**src/rtl/path_pkg.sv**
```systemverilog
// path_pkg -- constants shared by the path traceback engine and the
// shortest-path writer that fills the P memory.
//   Grid geometry : SIZE_ROW, MAX, ROW_W, COL_W
//   Memory shape  : D_WIDTH, A_WIDTH
//   Path codes    : CODE_START, CODE_RIGHT, CODE_DOWN
//   FSM encoding  : state_t
package path_pkg;

   localparam int SIZE_ROW = 4;
   localparam int MAX      = 8192;
   localparam int D_WIDTH  = 8;
   localparam int A_WIDTH  = 13;
   localparam int ROW_W    = 11;
   localparam int COL_W    = 2;
   localparam int LEN_W    = 12;

   localparam logic [7:0] CODE_START = 8'h08;
   localparam logic [7:0] CODE_RIGHT = 8'h09;   // predecessor is col-1
   localparam logic [7:0] CODE_DOWN  = 8'h0A;   // predecessor is row-1

   typedef enum logic [2:0] {
      ST_IDLE = 3'd0,
      ST_RD   = 3'd1,
      ST_WT   = 3'd2,
      ST_EMIT = 3'd3,
      ST_FIN  = 3'd4
   } state_t;

endpackage

```
**src/rtl/path_step_decode.sv**
```systemverilog
// path_step_decode -- combinational decode of one path code.
//   i_code       : path code read from P
//   i_row/i_col  : coordinates of the cell the code belongs to
//   o_next_row/o_next_col : coordinates of the predecessor cell
//   o_is_start   : code marks the start of the path
//   o_illegal    : unknown code, or a step that would leave the grid
module path_step_decode #(
   parameter int D_WIDTH = path_pkg::D_WIDTH
) (
   input  logic [D_WIDTH-1:0]         i_code,
   input  logic [path_pkg::ROW_W-1:0] i_row,
   input  logic [path_pkg::COL_W-1:0] i_col,
   output logic [path_pkg::ROW_W-1:0] o_next_row,
   output logic [path_pkg::COL_W-1:0] o_next_col,
   output logic                       o_is_start,
   output logic                       o_illegal
);
   import path_pkg::*;

   // Decode the code into a predecessor step or an error.
   always_comb begin
      o_next_row = i_row;
      o_next_col = i_col;
      o_is_start = 1'b0;
      o_illegal  = 1'b0;
      if (i_code == D_WIDTH'(CODE_START)) begin
         o_is_start = 1'b1;
      end else if (i_code == D_WIDTH'(CODE_RIGHT)) begin
         if (i_col == '0) begin
            o_illegal = 1'b1;
         end else begin
            o_next_col = i_col - 2'd1;
         end
      end else if (i_code == D_WIDTH'(CODE_DOWN)) begin
         if (i_row == '0) begin
            o_illegal = 1'b1;
         end else begin
            o_next_row = i_row - 11'd1;
         end
      end else begin
         o_illegal = 1'b1;
      end
   end

endmodule

```
**src/rtl/path_trace.sv**
```systemverilog
// path_trace -- walks a shortest-path code map backwards from an end cell,
// reading one P SRAM cell per step and emitting each code as a beat.
//   i_clk, i_rst_n          : clock, asynchronous active-low reset
//   i_go                    : start pulse (honoured only in IDLE)
//   i_end_row, i_end_col    : traceback start cell
//   i_p_in                  : P SRAM read data (valid the cycle after o_p_en)
//   o_p_addr, o_p_en, o_p_rw: P SRAM read port (o_p_rw always 0)
//   o_dir_out, o_dir_valid, i_dir_ready : beat stream, valid/ready
//   o_len_out               : beats accepted in current / last trace
//   o_done, o_err           : completion pulse, sticky error flag
module path_trace #(
   parameter int SIZE_ROW = path_pkg::SIZE_ROW,
   parameter int MAX      = path_pkg::MAX,
   parameter int D_WIDTH  = path_pkg::D_WIDTH,
   parameter int A_WIDTH  = path_pkg::A_WIDTH
) (
   input  logic               i_clk,
   input  logic               i_rst_n,
   input  logic               i_go,
   input  logic [10:0]        i_end_row,
   input  logic [1:0]         i_end_col,
   input  logic [D_WIDTH-1:0] i_p_in,
   output logic [A_WIDTH-1:0] o_p_addr,
   output logic               o_p_en,
   output logic               o_p_rw,
   output logic [D_WIDTH-1:0] o_dir_out,
   output logic               o_dir_valid,
   input  logic               i_dir_ready,
   output logic [11:0]        o_len_out,
   output logic               o_done,
   output logic               o_err
);
   import path_pkg::*;

   state_t             r_state, w_state_nxt;
   logic [10:0]        r_row, r_nrow, w_nrow;
   logic [1:0]         r_col, r_ncol, w_ncol;
   logic [D_WIDTH-1:0] r_p_reg;
   logic [A_WIDTH-1:0] r_p_addr;
   logic               r_p_en, r_dir_valid, r_done, r_err;
   logic [D_WIDTH-1:0] r_dir_out;
   logic [11:0]        r_len;
   logic               r_is_start, r_illegal;
   logic               w_is_start, w_illegal, w_hs;

   function automatic logic [A_WIDTH-1:0] f_cell_addr(input logic [10:0] row,
                                                      input logic [1:0]  col);
      logic [31:0] full;
      full = 32'(row) * 32'(SIZE_ROW) + 32'(col);
      return full[A_WIDTH-1:0];
   endfunction

   // The code is decoded straight off the SRAM bus during WT so that EMIT can
   // present a registered Dir_Valid in its first cycle (3 cycles per beat).
   path_step_decode #(.D_WIDTH(D_WIDTH)) u_decode (
      .i_code     (i_p_in),
      .i_row      (r_row),
      .i_col      (r_col),
      .o_next_row (w_nrow),
      .o_next_col (w_ncol),
      .o_is_start (w_is_start),
      .o_illegal  (w_illegal)
   );

   assign w_hs = r_dir_valid & i_dir_ready;

   // Next-state selection.
   always_comb begin
      w_state_nxt = r_state;
      case (r_state)
         ST_IDLE: begin
            if (i_go) w_state_nxt = ST_RD;
            else      w_state_nxt = ST_IDLE;
         end
         ST_RD:   w_state_nxt = ST_WT;
         ST_WT:   w_state_nxt = ST_EMIT;
         ST_EMIT: begin
            if (r_illegal)       w_state_nxt = ST_FIN;
            else if (!w_hs)      w_state_nxt = ST_EMIT;
            else if (r_is_start) w_state_nxt = ST_FIN;
            else                 w_state_nxt = ST_RD;
         end
         ST_FIN:  w_state_nxt = ST_IDLE;
         default: w_state_nxt = ST_IDLE;
      endcase
   end

   // State register, datapath and registered outputs.
   always_ff @(posedge i_clk or negedge i_rst_n) begin
      if (!i_rst_n) begin
         r_state     <= ST_IDLE;
         r_row       <= '0;
         r_col       <= '0;
         r_nrow      <= '0;
         r_ncol      <= '0;
         r_p_reg     <= '0;
         r_p_addr    <= '0;
         r_p_en      <= 1'b0;
         r_dir_out   <= '0;
         r_dir_valid <= 1'b0;
         r_len       <= '0;
         r_done      <= 1'b0;
         r_err       <= 1'b0;
         r_is_start  <= 1'b0;
         r_illegal   <= 1'b0;
      end else begin
         r_state <= w_state_nxt;
         // Enable and Done are high exactly for the RD and FIN cycles.
         r_p_en  <= (w_state_nxt == ST_RD);
         r_done  <= (w_state_nxt == ST_FIN);
         case (r_state)
            ST_IDLE: begin
               if (i_go) begin
                  r_row    <= i_end_row;
                  r_col    <= i_end_col;
                  r_len    <= '0;
                  r_err    <= 1'b0;
                  r_p_addr <= f_cell_addr(i_end_row, i_end_col);
               end
            end
            ST_WT: begin
               r_p_reg     <= i_p_in;
               r_nrow      <= w_nrow;
               r_ncol      <= w_ncol;
               r_is_start  <= w_is_start;
               r_illegal   <= w_illegal;
               r_dir_valid <= ~w_illegal;
               if (!w_illegal) r_dir_out <= i_p_in;
            end
            ST_EMIT: begin
               if (r_illegal) begin
                  r_err <= 1'b1;
               end else if (w_hs) begin
                  r_dir_valid <= 1'b0;
                  if (r_len != 12'hFFF) r_len <= r_len + 12'd1;
                  if (!r_is_start) begin
                     r_row    <= r_nrow;
                     r_col    <= r_ncol;
                     r_p_addr <= f_cell_addr(r_nrow, r_ncol);
                  end
               end
            end
            default: begin
            end
         endcase
      end
   end

   assign o_p_addr    = r_p_addr;
   assign o_p_en      = r_p_en;
   assign o_p_rw      = 1'b0;
   assign o_dir_out   = r_dir_out;
   assign o_dir_valid = r_dir_valid;
   assign o_len_out   = r_len;
   assign o_done      = r_done;
   assign o_err       = r_err;

endmodule

```
**config.mk**
```make
export PLATFORM = sky130hd
export DESIGN_NAME = path_trace
export DESIGN_NICKNAME = d
export VERILOG_FILES = /design/src/rtl/path_pkg.sv /design/src/rtl/path_step_decode.sv /design/src/rtl/path_trace.sv
export SDC_FILE = /design/constraint.sdc
export NUM_CORES = 1
export LEC_CHECK = 0
export BUFFER_PORTS_ARGS = -buffer_cell sky130_fd_sc_hd__buf_2
export CORE_ASPECT_RATIO = 1.4
export CORE_UTILIZATION = 58
export CTS_CLUSTER_SIZE = 25
export DETAILED_ROUTE_END_ITERATION = 6
export PLACE_DENSITY_LB_ADDON = 0.15
export SYNTH_ARGS = -nofsm -noshare
export SYNTH_HDL_FRONTEND = slang
export SYNTH_SLANG_ARGS = --single-unit
```
**constraint.sdc**
```tcl
create_clock -name i_clk -period 3.7 [get_ports i_clk]
set_clock_uncertainty 0.05 [all_clocks]
set_input_delay 0.37 -clock i_clk [delete_from_list [all_inputs] [get_ports i_clk]]
set_output_delay 0.37 -clock i_clk [all_outputs]
set_load 0.05 [all_outputs]
```
---- Word level (Yosys, flattened, before mapping) ----
Cells that the tools add are included.
W data, S select, Z words.
operators by class
  add/sub/neg operators ................... 5
  $mul .................................... 0
  divide/modulo/power cells ............... 0
  order comparisons ....................... 0
  equal/unequal tests ..................... 15
  shifts and indexed selects .............. 0
  muxes and demuxes ....................... 44
  bitwise logic cells ..................... 2
  reduce and logical (&&, ||, !) cells .... 10
operators by type and width
  cell                     number
  $mux W11                 8
  $mux W13                 4
  $mux W12                 4
  $add A13 B2 Y13          2
  $pmux W13 S2             1
  $eq A8 B4 Y1 const B     3
  $pmux W12 S2             1
  $pmux W11 S2             1
  $mux W2                  7
  $add A12 B1 Y12 const B  1
  $ne A12 B12 Y1 const B   1
  $ne A2 B2 Y1 const B     6
  $pmux W3 S4              1
  $logic_not A11 Y1        1
  $mux W1                  11
  $sub A11 B1 Y11 const B  1
  $reduce_and A5 Y1        2
  $mux W3                  3
  $eq A3 B1 Y1 const B     2
  $eq A3 B2 Y1 const B     2
  $reduce_and A3 Y1        2
  $pmux W1 S2              2
  $pmux W2 S2              1
  $reduce_bool A2 Y1       2
  7 further kinds          7
storage, ports and cells
  register bits ........................... 68
  bits in latches ......................... 0
  RAM bits ................................ 0
  bits in read-only memories .............. 0
  output and inout port bits .............. 38
  word-level logic and storage cells ...... 90
  memories kept ........................... 0

---- Depth between registers and ports, before layout ----
Gate-level depths: netlist (run 1).
  depth after elaboration ................. 7
  mapped depth ............................ 7
  gate-level depth less buffers ........... 7

---- By module ----
Synthesis (run 1) repeated with hierarchy kept, for this count alone.
unflattened totals
  cell total of the unflattened synthesis .. 248
  area total of the unflattened synthesis .. 2909.0 sq um
modules (own cells, without submodules)
  module            instances  cells each  area each (sq um)  sequential area each (sq um)
  path_trace        1          194         2519.9             1376.3
  path_step_decode  1          54          389.1              0.0

---- Worst setup path before layout (run 1) ----
No wires, ideal clock.
  path type ............................... register to register
  start ................................... register r_row[0]
  end ..................................... register r_dir_out[0] (netlist: o_dir_out[0])
  setup time .............................. 0.125 ns
  arrival time ............................ 2.252 ns
  required time ........................... 3.525 ns
  setup slack ............................. 1.273 ns
  stages on the path, launching flop included .. 8
  path through ............................ dfrtp_1 > inv_1 > ha_1 > nor4b_2 > nor4b_4 > nor2b_2 > o211ai_4 > mux2_4
between the ends
  longest elaborated chain between the ends .. 7
ends and longest elaborated chain
  what                                line                    RTL
  from (decl)                         path_trace.sv:36        logic [10:0] r_row, r_nrow, w_nrow;
  from (signal assigned)              path_trace.sv:114       r_row <= i_end_row;
  from (signal assigned)              path_trace.sv:137       r_row <= r_nrow;
  $logic_not A11 Y1                   path_step_decode.sv:35  if (i_row == '0) begin
  $mux W1                             path_step_decode.sv:35
  $mux W1                             path_step_decode.sv:34  end else if (i_code == D_WIDTH'(CODE_DOWN)) begin
  $mux W1                             path_step_decode.sv:28  end else if (i_code == D_WIDTH'(CODE_RIGHT)) begin
  $mux W1                             path_step_decode.sv:26  if (i_code == D_WIDTH'(CODE_START)) begin
  $not A1 Y1 (no source line)         --
  $reduce_and A2 Y1 (no source line)  --
  to (signal assigned)                path_trace.sv:128       if (!w_illegal) r_dir_out <= i_p_in;
  to (decl)                           path_trace.sv:41        logic [D_WIDTH-1:0] r_dir_out;
Every way passes these cells.
A chain may end at the register's enable or synchronous reset.

---- Final worst setup path (run 1) ----
  start ................................... register r_state[2]
  end ..................................... register r_len[6] (netlist: o_len_out[6])
between the ends
  longest elaborated chain between the ends .. 3
  elaborated cells between the ends (all ways) .. 9
  classes of those cells .................. eq/ne (5); mux (1); reduce/logical (3)
ends and longest elaborated chain
  what                                                                        line               RTL
  from (decl)                                                                 path_trace.sv:35   state_t r_state, w_state_nxt;
  from (signal assigned)                                                      path_trace.sv:107  r_state <= w_state_nxt;
  $eq A3 B2 Y1 / $logic_not A3 Y1 (equally long branches)                     path_trace.sv:111  case (r_state)
  $ne A2 B2 Y1 (no source line) / $reduce_bool A2 Y1 (equally long branches)  --
  $reduce_and A5 Y1 (no source line)                                          --
  to (signal assigned)                                                        path_trace.sv:135  if (r_len != 12'hFFF) r_len <= r_len + 12'd1;
  to (decl)                                                                   path_trace.sv:42   logic [11:0] r_len;
Parallel ways exist; a longest one is shown, timed or not.

==> metrics.md, run 1 <==
| Metric | Value |
|---|---|
| Status | `complete, no violations` |
| Nets | `362` |
| Final Instance Area | `3200 sq um` |
| Number of global-route vias before repair | `2,215` |
| Cell internal pwr | `1.28 mW` |
| Worst vdd ir | `0.594 mV` |
| CP max stage cell | `nor4_1` |
| Worst Path Arrival | `2.63 ns` |
| Area occupied by multi-input gates | `1260 sq um` |
| Final HPWL DP | `4.10 mm` |
| Gates resized, CTS repair | `0` |
| Final setup vio count | `0` |
| WS Path Type | `reg2reg` |
| Worst r2r src | `r_state[2]` |
| Filler cells | `401` |
| Post-synth EDFFs | `0` |
| Most frequent cells in the layout | `61 x buf_2, 55 x dfrtp_1, 35 x nand2_1` |
| Critical path peak fanout | `10` |
| Drt first-iter violations | `124` |
| DIE AREA | `4950 sq um` |
| Final hold violation count | `0` |
| Seq pwr share | `39.8%` |
| I/O pin total | `63` |
| Total Routed Length | `5.73 mm` |
| Clk pwr share | `17.2%` |
| Largest net degree at the start of global routing | `35` |
| Diodes inserted | `0` |
| Root Driver | `clkbuf_8` |
| Mapped Area | `2710 sq um` |
| P_leak | `1.63 nW` |
| Commonest non-fill, non-tap cell in the layout | `buf_2` |
| GPL Wtd Cong | `0.798` |
| Drt via density | `5.57` |
| Sequential element share of the synthesized area | `50.8%` |
| Worst path required time | `3.89 ns` |
| WL per Instance | `14.4 microns` |
| Post-Route Setup TNS | `0 ns` |
| Clk pin slew, worst setup/hold paths | `0.10 ns` |
| Critical Path End Type | `flip-flop` |
| Clk Latency, worst-skew pair | `0.31 ns` |
| Starting Density | `60.2%` |
| Synth Instances | `272` |
| GRT overflow | `0` |
| Hold_sp | `i_p_in[0]` |
| Fmax | `410 MHz` |
| Total GRT Usage | `25.4%` |
| Syn. warnings | `0` |
| Post-DP Area | `3080 sq um` |
| Rel. slew slack | `38.6%` |
| 1st-pass router iterations | `4` |
| Max-cap violation count | `0` |
| Die X | `59.8 microns` |
| Port buffer count | `61` |
| Power Dens Cells | `733 nW/um^2` |
| FF/Latch Area | `1380 sq um` |
| Crit path largest cell delay | `0.53 ns` |
| Core area | `4500 sq um` |
| Actual slew at the worst max-slew pin | `0.917 ns` |
| Count of pins over their slew limit | `0` |
| Vias | `2,211` |
| H-tree depth | `2` |
| Routed Antenna Nets | `0` |
| Residual DRC count | `0` |
| Worst setup SP type | `flip-flop` |
| Comb power frac | `43.0%` |
| Syn_area_per_cell | `9.96 sq um` |
| Distinct cells, synth | `50` |
| Layout cells sized above 1 | `26.9%` |
| RSZ-0062 raised after global routing | `no` |
| CTS sink cnt | `55` |
| Synthesis-stage register bit count | `55` |
| Syn nets | `300` |
| CP cell instances | `nand3b_1 -> buf_4 -> nor4_1 -> nand4_1 -> xor2_1 -> nor2_1` |
| First-pass GRT wire length | `9.68 mm` |
| Max Root-Sink Buffers | `2` |
| HP Class | `in2reg` |
| Critical Path Start | `r_state[2]` |
| Ys flop type | `dfrtp_1` |
| Tcrit/Tclk final | `65.8%` |
| Area Overhead vs Synth | `18.1%` |
| Period minus WS final | `2.44 ns` |
| CTS buffer count | `5` |
| Net Sw Frac | `45.3%` |
| Die Y | `82.9 microns` |
| Initial antenna violation count | `0` |
| Standard-cell row count | `29` |
| Post-synth ARST share | `100%` |
| Net switching power figure | `1.06 mW` |
| CTS tree | `built` |
## cell type report
class / instances / area share (%)
Tap cell: 62 / 2.42
Multi-Input combinational cell: 199 / 39.4
Clock inverter: 3 / 1.48
Sequential cell: 55 / 43.0
Timing Repair Buffer: 66 / 10.8
Inverter: 7 / 0.821
Clock buffer: 5 / 2.15
## through the flow
step	instances	total power, mW	hold slack, ns	utilization, %	worst slack [ns]
3_5_place_dp	388	1.95	0.308	68.4	1.28
5_1_grt	397	2.50	0.248	71.2	1.04
3_3_place_gp	388	1.92	0.303	68.4	1.32
2_1_floorplan	272	1.70	0.0244	-	1.27
4_1_cts	397	2.37	0.227	71.2	1.26
6_report	397	2.35	0.233	71.2	1.26
## power groups by stage
stage          logic [mW]  registers, mW  clock network, mW
6_report             1.01          0.934              0.403
5_1_grt              1.11          0.958              0.436
4_1_cts              1.02          0.931              0.417
3_5_place_dp         1.01          0.944                  0
3_3_place_gp        0.992          0.931                  0
2_1_floorplan       0.492           1.20                  0
## per-layer routing
metal | vias up | global-route usage, % | wire length (microns) | share of wire [%]
met4 | 0 | 8.88 | 82 | 1.4
met3 | 8 | 4.52 | 156 | 2.7
met5 | - | 0 | 0 | 0
met1 | 1071 | 28.7 | 2400 | 42
li1 | 1087 | - | - | -
met2 | 45 | 45.9 | 3090 | 54
## registers in the layout (all words and copies together), names as in the netlist
| name | count |
|---|---|
| r_ncol | 2 |
| r_illegal | 1 |
| o_done | 1 |
| o_dir_valid | 1 |
| r_is_start | 1 |
| r_row | 11 |
| o_err | 1 |
| r_state | 3 |
| o_p_addr | 1 |
| o_p_en | 1 |
| o_len_out | 12 |
| r_col | 1 |
| r_nrow | 11 |
| o_dir_out | 8 |
## Yosys cell counts, drive strengths merged, types with 3 or more instances
library cell	n	area share, %
o211ai	6	2.2
nand2	35	4.8
nor4b	3	1.8
inv	7	0.97
buf	4	0.78
o21ai	30	5.5
dfrtp	55	51
or4	6	1.8
nor3	3	0.55
nor2	18	2.5
clkbuf	7	0.97
nand3	10	1.8
ha	3	1.4
xnor2	4	1.3
nand4	5	1.2
nor4	7	2.2
mux2i	15	5.5
or3	3	0.74
xor2	4	1.3
nand2b	3	0.69
and2	7	1.8
and3	3	0.69
a21oi	11	2.0
## critical path, delay by kind of cell, from the launching register on
family,cells,cell delay (ns)
XOR/XNOR,1,0.16
buffers and inverters,1,0.38
flip-flops,1,0.44
AND/OR/NAND/NOR,4,1.32
## cells by family (layout without fill, tap and decap cells)
family | count (synthesis) | count (layout) | synth area share, %
buffers and inverters | 18 | 81 | 2.72
AND/OR/NAND/NOR | 113 | 113 | 23.5
AO/OA/AOI/OAI | 58 | 58 | 12.8
flip-flops | 55 | 55 | 50.8
multiplexers | 16 | 16 | 6.09
other | 1 | 1 | 0.138
adder cells (fa/ha/maj) | 3 | 3 | 1.39
XOR/XNOR | 8 | 8 | 2.59
## worst paths after layout
kind / slack [ns] / end / cells after the start
max reg2reg: 1.26 / o_len_out[6] / 6
min in group asynchronous: 0.49 / o_dir_out[7] / 2
min: 0.23 / r_is_start / 2
max in group asynchronous: 2.30 / r_row[8] / 3
min reg2reg: 0.42 / o_dir_out[3] / 1
max: 1.26 / o_len_out[6] / 6
## timing repair
item                      in CTS  in global routing
setup buffers                  0                  0
hold buffers                   1                  0
hold endpoints to repair      21                  0
Power figures use the tool's default switching activity.
==> run 2, diff against run 1 <==
CORE_UTILIZATION = 53   (was 58)
clock period = 2.3 ns   (was 3.7 ns; I/O delays follow)
==> run 2 against run 1 <==
  * Critical path depth is 1 lower
  * Clock power is 46% higher
  * Total power grew 63%
  * Global-route usage is 1.4 points lower
  * Critical path type unchanged
  * Largest power group unchanged
  * Highest routed layer unchanged
==> metrics.md, run 2 (same netlist as run 1, synthesis figures left out) <==
| Metric | Value |
|---|---|
| Critical Path End Type | `flip-flop` |
| Die Y | `86.6 microns` |
| Rel. slew slack | `55.8%` |
| Final setup vio count | `0` |
| Standard-cell row count | `30` |
| CTS buffer count | `5` |
| CTS tree | `built` |
| Layout cells sized above 1 | `30.5%` |
| CP max stage cell | `or4_4` |
| Area Overhead vs Synth | `21.3%` |
| Final core utilization | `67.4%` |
| Clk Latency, worst-skew pair | `0.31 ns` |
| CP cell instances | `or4_4 -> nor4b_4 -> nor2b_2 -> o211ai_4 -> mux2_4` |
| P_leak | `1.67 nW` |
| Diodes inserted | `0` |
| Max Root-Sink Buffers | `2` |
| GRT overflow | `0` |
| Root Driver | `clkbuf_8` |
| WS Path Type | `reg2reg` |
| Total GRT Usage | `24.0%` |
| Starting Density | `55.5%` |
| Total Routed Length | `6.01 mm` |
| Critical path peak fanout | `7` |
| Fmax | `462 MHz` |
| Max-cap violation count | `0` |
| Actual slew at the worst max-slew pin | `0.656 ns` |
| Status | `complete, no violations` |
| Largest net degree at the start of global routing | `31` |
| Residual DRC count | `0` |
| Count of pins over their slew limit | `0` |
| 1st-pass router iterations | `4` |
| Final HPWL DP | `4.35 mm` |
| Crit path largest cell delay | `0.55 ns` |
| Number of global-route vias before repair | `2,131` |
| HP Class | `in2reg` |
| Worst setup SP type | `flip-flop` |
| Power Dens Cells | `1160 nW/um^2` |
| Routed Antenna Nets | `0` |
| Initial antenna violation count | `0` |
| Die X | `62.4 microns` |
| CTS sink cnt | `55` |
| Max reg flops | `12` |
| DIE AREA | `5410 sq um` |
| Worst path required time | `2.45 ns` |
| GPL Wtd Cong | `0.866` |
| Final hold violation count | `0` |
| RSZ-0062 raised after global routing | `no` |
| H-tree depth | `2` |
| First-pass GRT wire length | `10.0 mm` |
| Core area | `4880 sq um` |
| Filler cells | `405` |
| Drt first-iter violations | `119` |
| Clk pin slew, worst setup/hold paths | `0.09 ns` |
| Port buffer count | `61` |
| Worst vdd ir | `0.802 mV` |
| Commonest non-fill, non-tap cell in the layout | `buf_2` |
| Drt via density | `5.46` |
| Area occupied by multi-input gates | `1270 sq um` |
| Vias | `2,226` |
| FF/Latch Area | `1380 sq um` |
| Tcrit/Tclk final | `94.1%` |
| Total power | `3.82 mW` |
| Worst Path Arrival | `2.32 ns` |
| I/O pin total | `63` |
| Most frequent cells in the layout | `61 x buf_2, 49 x dfrtp_1, 35 x nand2_1` |
| WL per Instance | `14.7 microns` |
| Period minus WS final | `2.16 ns` |
| Nets | `371` |
run 2: cell count changes in the layout (fill, tap and decap cells not counted), moves of 2 or more:
cell / change
buf_4: +8
dfrtp_1: -6
dfrtp_2: +6
clkbuf_8: +2
run 2: repair_timing:
action / in CTS / in global routing
setup buffers: 0 / 0
resized for setup: 0 / 0
hold buffers: 1 / 0
endpoints found under the hold margin: 25 / 0
run 2: area by class of cell:
type | instances | area share (%)
Timing Repair Buffer | 75 | 12.9
Tap cell | 64 | 2.44
Multi-Input combinational cell | 199 | 38.6
Clock buffer | 7 | 2.93
Sequential cell | 55 | 42.1
Inverter | 7 | 0.799
Clock inverter | 1 | 0.228
run 2: per-stage QoR:
stage | std cells | area (sq um) | hold slack, ns | setup slack (ns) | setup TNS, ns
floorplan | 272 | 2730 | -0.116 | -0.00897 | -0.00897
global placement | 399 | 3170 | 0.215 | 0.174 | 0
detailed placement | 399 | 3170 | 0.219 | 0.130 | 0
CTS | 408 | 3290 | 0.124 | 0.114 | 0
global route | 408 | 3290 | 0.114 | 0.00420 | 0
finish | 408 | 3290 | 0.123 | 0.135 | 0
run 2: path summary, 6_finish.rpt:
check,startpoint,end,slack (ns),cells past startpoint
worst max-delay path,r_row[3],o_dir_out[0],0.14,5
worst min-delay path,i_p_in[0],r_is_start,0.12,2
worst max register to register,r_row[3],o_dir_out[0],0.14,5
worst min register to register,o_dir_out[3],o_dir_out[3],0.42,1
max in group asynchronous,i_rst_n,r_row[8],1.23,3
min in group asynchronous,i_rst_n,o_dir_out[4],0.39,2
run 2: power by group:
part	switching, mW	internal [mW]
logic	1.16	0.564
registers	0.258	1.24
clock network	0.313	0.274
run 2: routing by layer:
| layer | part of all wire [%] | GRT usage (%) |
|---|---|---|
| met4 | 1.3 | 8.25 |
| met1 | 41 | 27.7 |
| met2 | 54 | 44.1 |
| met5 | 0 | 0 |
| met3 | 4.1 | 4.61 |
run 2: critical path: cells and delay by family, from the launching register on:
family	cells	cell delay, ns
muxes	1	0.31
and+or+nand+nor	3	1.05
DFF	1	0.43
AOI/OAI and AO/OA	1	0.21
==> run 3, diff against run 2 <==
CORE_UTILIZATION = 48   (was 53)
clock period = 1.85 ns   (was 2.3 ns; I/O delays follow)
==> run 3 against run 2 <==
  * Cell count is 8.6% higher
  * Count of clock-buffer cells in the layout down 2
  * Utilization is 1.1 points lower
  * Sequential cell count unchanged
  * First-iteration DRC count is 10% higher
  * Highest routed layer unchanged
  * Non-clock buffer count rose by 31
  * Largest power group unchanged
  * Design area up 11%
  * The flow now finishes with violations (setup timing)
  * Critical path depth is the same
  * Total power increased by 34%
  * Die area up 10%
  * Maximum frequency is 5.9% higher
==> metrics.md, run 3 (same netlist as run 1, synthesis figures left out) <==
| Metric | Value |
|---|---|
| Status | `finished with violations` |
| Violated checks | `setup timing` |
| Root Driver | `clkbuf_8` |
| Grt met2 use | `43.7%` |
| I/O pin total | `63` |
| Core area | `5490 sq um` |
| Final hold violation count | `0` |
| Met1 usage | `24.3%` |
| WS Path Type | `reg2reg` |
| GPL Wtd Cong | `0.854` |
| Power Dens Cells | `1410 nW/um^2` |
| Fmax | `489 MHz` |
| First-pass GRT wire length | `10.4 mm` |
| Number of global-route vias before repair | `2,314` |
| Worst setup SP type | `flip-flop` |
| Die Y | `90.9 microns` |
| Drt first-iter violations | `131` |
| Area Overhead vs Synth | `34.1%` |
| Layout Cells excl Fill | `443` |
| Commonest non-fill, non-tap cell in the layout | `buf_2` |
| Worst vdd ir | `0.986 mV` |
| Tcrit/Tclk final | `110%` |
| Final Instance Area | `3630 sq um` |
| DIE AREA | `5950 sq um` |
| Worst path required time | `2.02 ns` |
| Largest net degree at the start of global routing | `56` |
| CP cell instances | `or4_4 -> nor4b_4 -> nor2b_2 -> o211ai_4 -> mux2_4` |
| Initial antenna violation count | `0` |
| Most frequent cells in the layout | `61 x buf_2, 42 x buf_4, 41 x dfrtp_1` |
| HP Class | `in2reg` |
| Layout cells sized above 1 | `42.7%` |
| CTS buffer count | `5` |
| CTS tree | `built` |
| Drt via density | `5.37` |
| Port buffer count | `61` |
| Die X | `65.5 microns` |
| Max reg flops | `12` |
| Max-cap violation count | `0` |
| GRT met3 Usage | `3.79%` |
| Total GRT Usage | `23.0%` |
| P_leak | `1.83 nW` |
| Post-DP Area | `3440 sq um` |
| Diodes inserted | `0` |
| Final setup vio count | `17` |
| RSZ-0062 raised after global routing | `yes` |
| Total power | `5.12 mW` |
| Vias | `2,378` |
| Routed Antenna Nets | `0` |
| Final worst slack | `-0.194 ns` |
| Nets | `402` |
| Period minus WS final | `2.04 ns` |
| WL per Instance | `14.6 microns` |
| Crit path largest cell delay | `0.57 ns` |
| Residual DRC count | `0` |
| Clk Latency, worst-skew pair | `0.32 ns` |
| GRT overflow | `0` |
| 1st-pass router iterations | `4` |
| CTS sink cnt | `55` |
| Worst Path Arrival | `2.21 ns` |
| Final HPWL DP | `4.76 mm` |
| Max Root-Sink Buffers | `2` |
| Clk pin slew, worst setup/hold paths | `0.11 ns` |
| Count of pins over their slew limit | `0` |
| H-tree depth | `2` |
| Worst hold slack | `0.0485 ns` |
| Standard-cell row count | `32` |
| Critical path peak fanout | `3` |
| Total Routed Length | `6.49 mm` |
| Placed cells | `434` |
| CP max stage cell | `or4_4` |
| Critical Path End Type | `flip-flop` |
| Starting Density | `49.4%` |
| Final core utilization | `66.2%` |
| Gr busiest metal | `met2` |
==> run 3: cell types whose count changed in the layout (fill, tap and decap cells not counted), moves of 3 or more <==
cell	delta
xnor2_2	+3
o21ai_0	-9
xnor2_1	-3
o21ai_1	+9
buf_4	+30
dfrtp_2	+8
dfrtp_1	-8
==> run 3: per-stage QoR <==
step | setup slack (ns) | TNS (ns)
2_1_floorplan | -0.458 | -4.49
3_3_place_gp | -0.175 | -2.00
3_5_place_dp | -0.231 | -2.61
4_1_cts | -0.203 | -1.99
5_1_grt | -0.249 | -3.33
6_report | -0.194 | -2.05
==> run 3: timing repair <==
action,4_1_cts,5_1_grt
pin swaps,7,8
setup buffers,1,1
hold buffers,1,0
endpoints found under the hold margin,55,0
setup endpoints to repair,20,20
gates resized for setup,17,6
==> run 3: per-layer routing <==
metal | up-vias | part of all wire [%]
met1 | 1153 | 39
met3 | 10 | 2.5
li1 | 1165 | -
met5 | - | 0
met4 | 0 | 1.9
met2 | 50 | 57
==> run 3: critical path: cells and delay by family, from the launching register on <==
kind | cells | cell delay (ns)
simple gates | 3 | 0.97
compound gates | 1 | 0.20
mux | 1 | 0.31
flops | 1 | 0.42
==> run 3: report_power, final <==
part | switching (mW) | total (mW) | internal, mW
combinational | 1.66 | 2.61 | 0.948
clock | 0.428 | 0.710 | 0.281
sequential | 0.252 | 1.80 | 1.55
==> run 3: final cells by class <==
type	instances	area (sq um)
timing repair buffer	106	662
tap	68	85.1
sequential	55	1390
fill	471	1850
multi-input combinational	199	1370
inverter	7	26.3
clock buffer	5	68.8
clock inverter	3	28.8
==> run 3: path summary, 6_finish.rpt <==
kind	from	end	slack, ns	cells after the start
setup / recovery	r_row[2]	o_dir_out[0]	-0.19	5
hold / removal	i_p_in[0]	r_is_start	0.05	2
setup reg to reg	r_row[2]	o_dir_out[0]	-0.19	5
hold reg to reg	o_dir_out[3]	o_dir_out[3]	0.43	1
max in group asynchronous	i_rst_n	r_row[8]	1.15	3
min in group asynchronous	i_rst_n	o_dir_out[4]	0.34	3
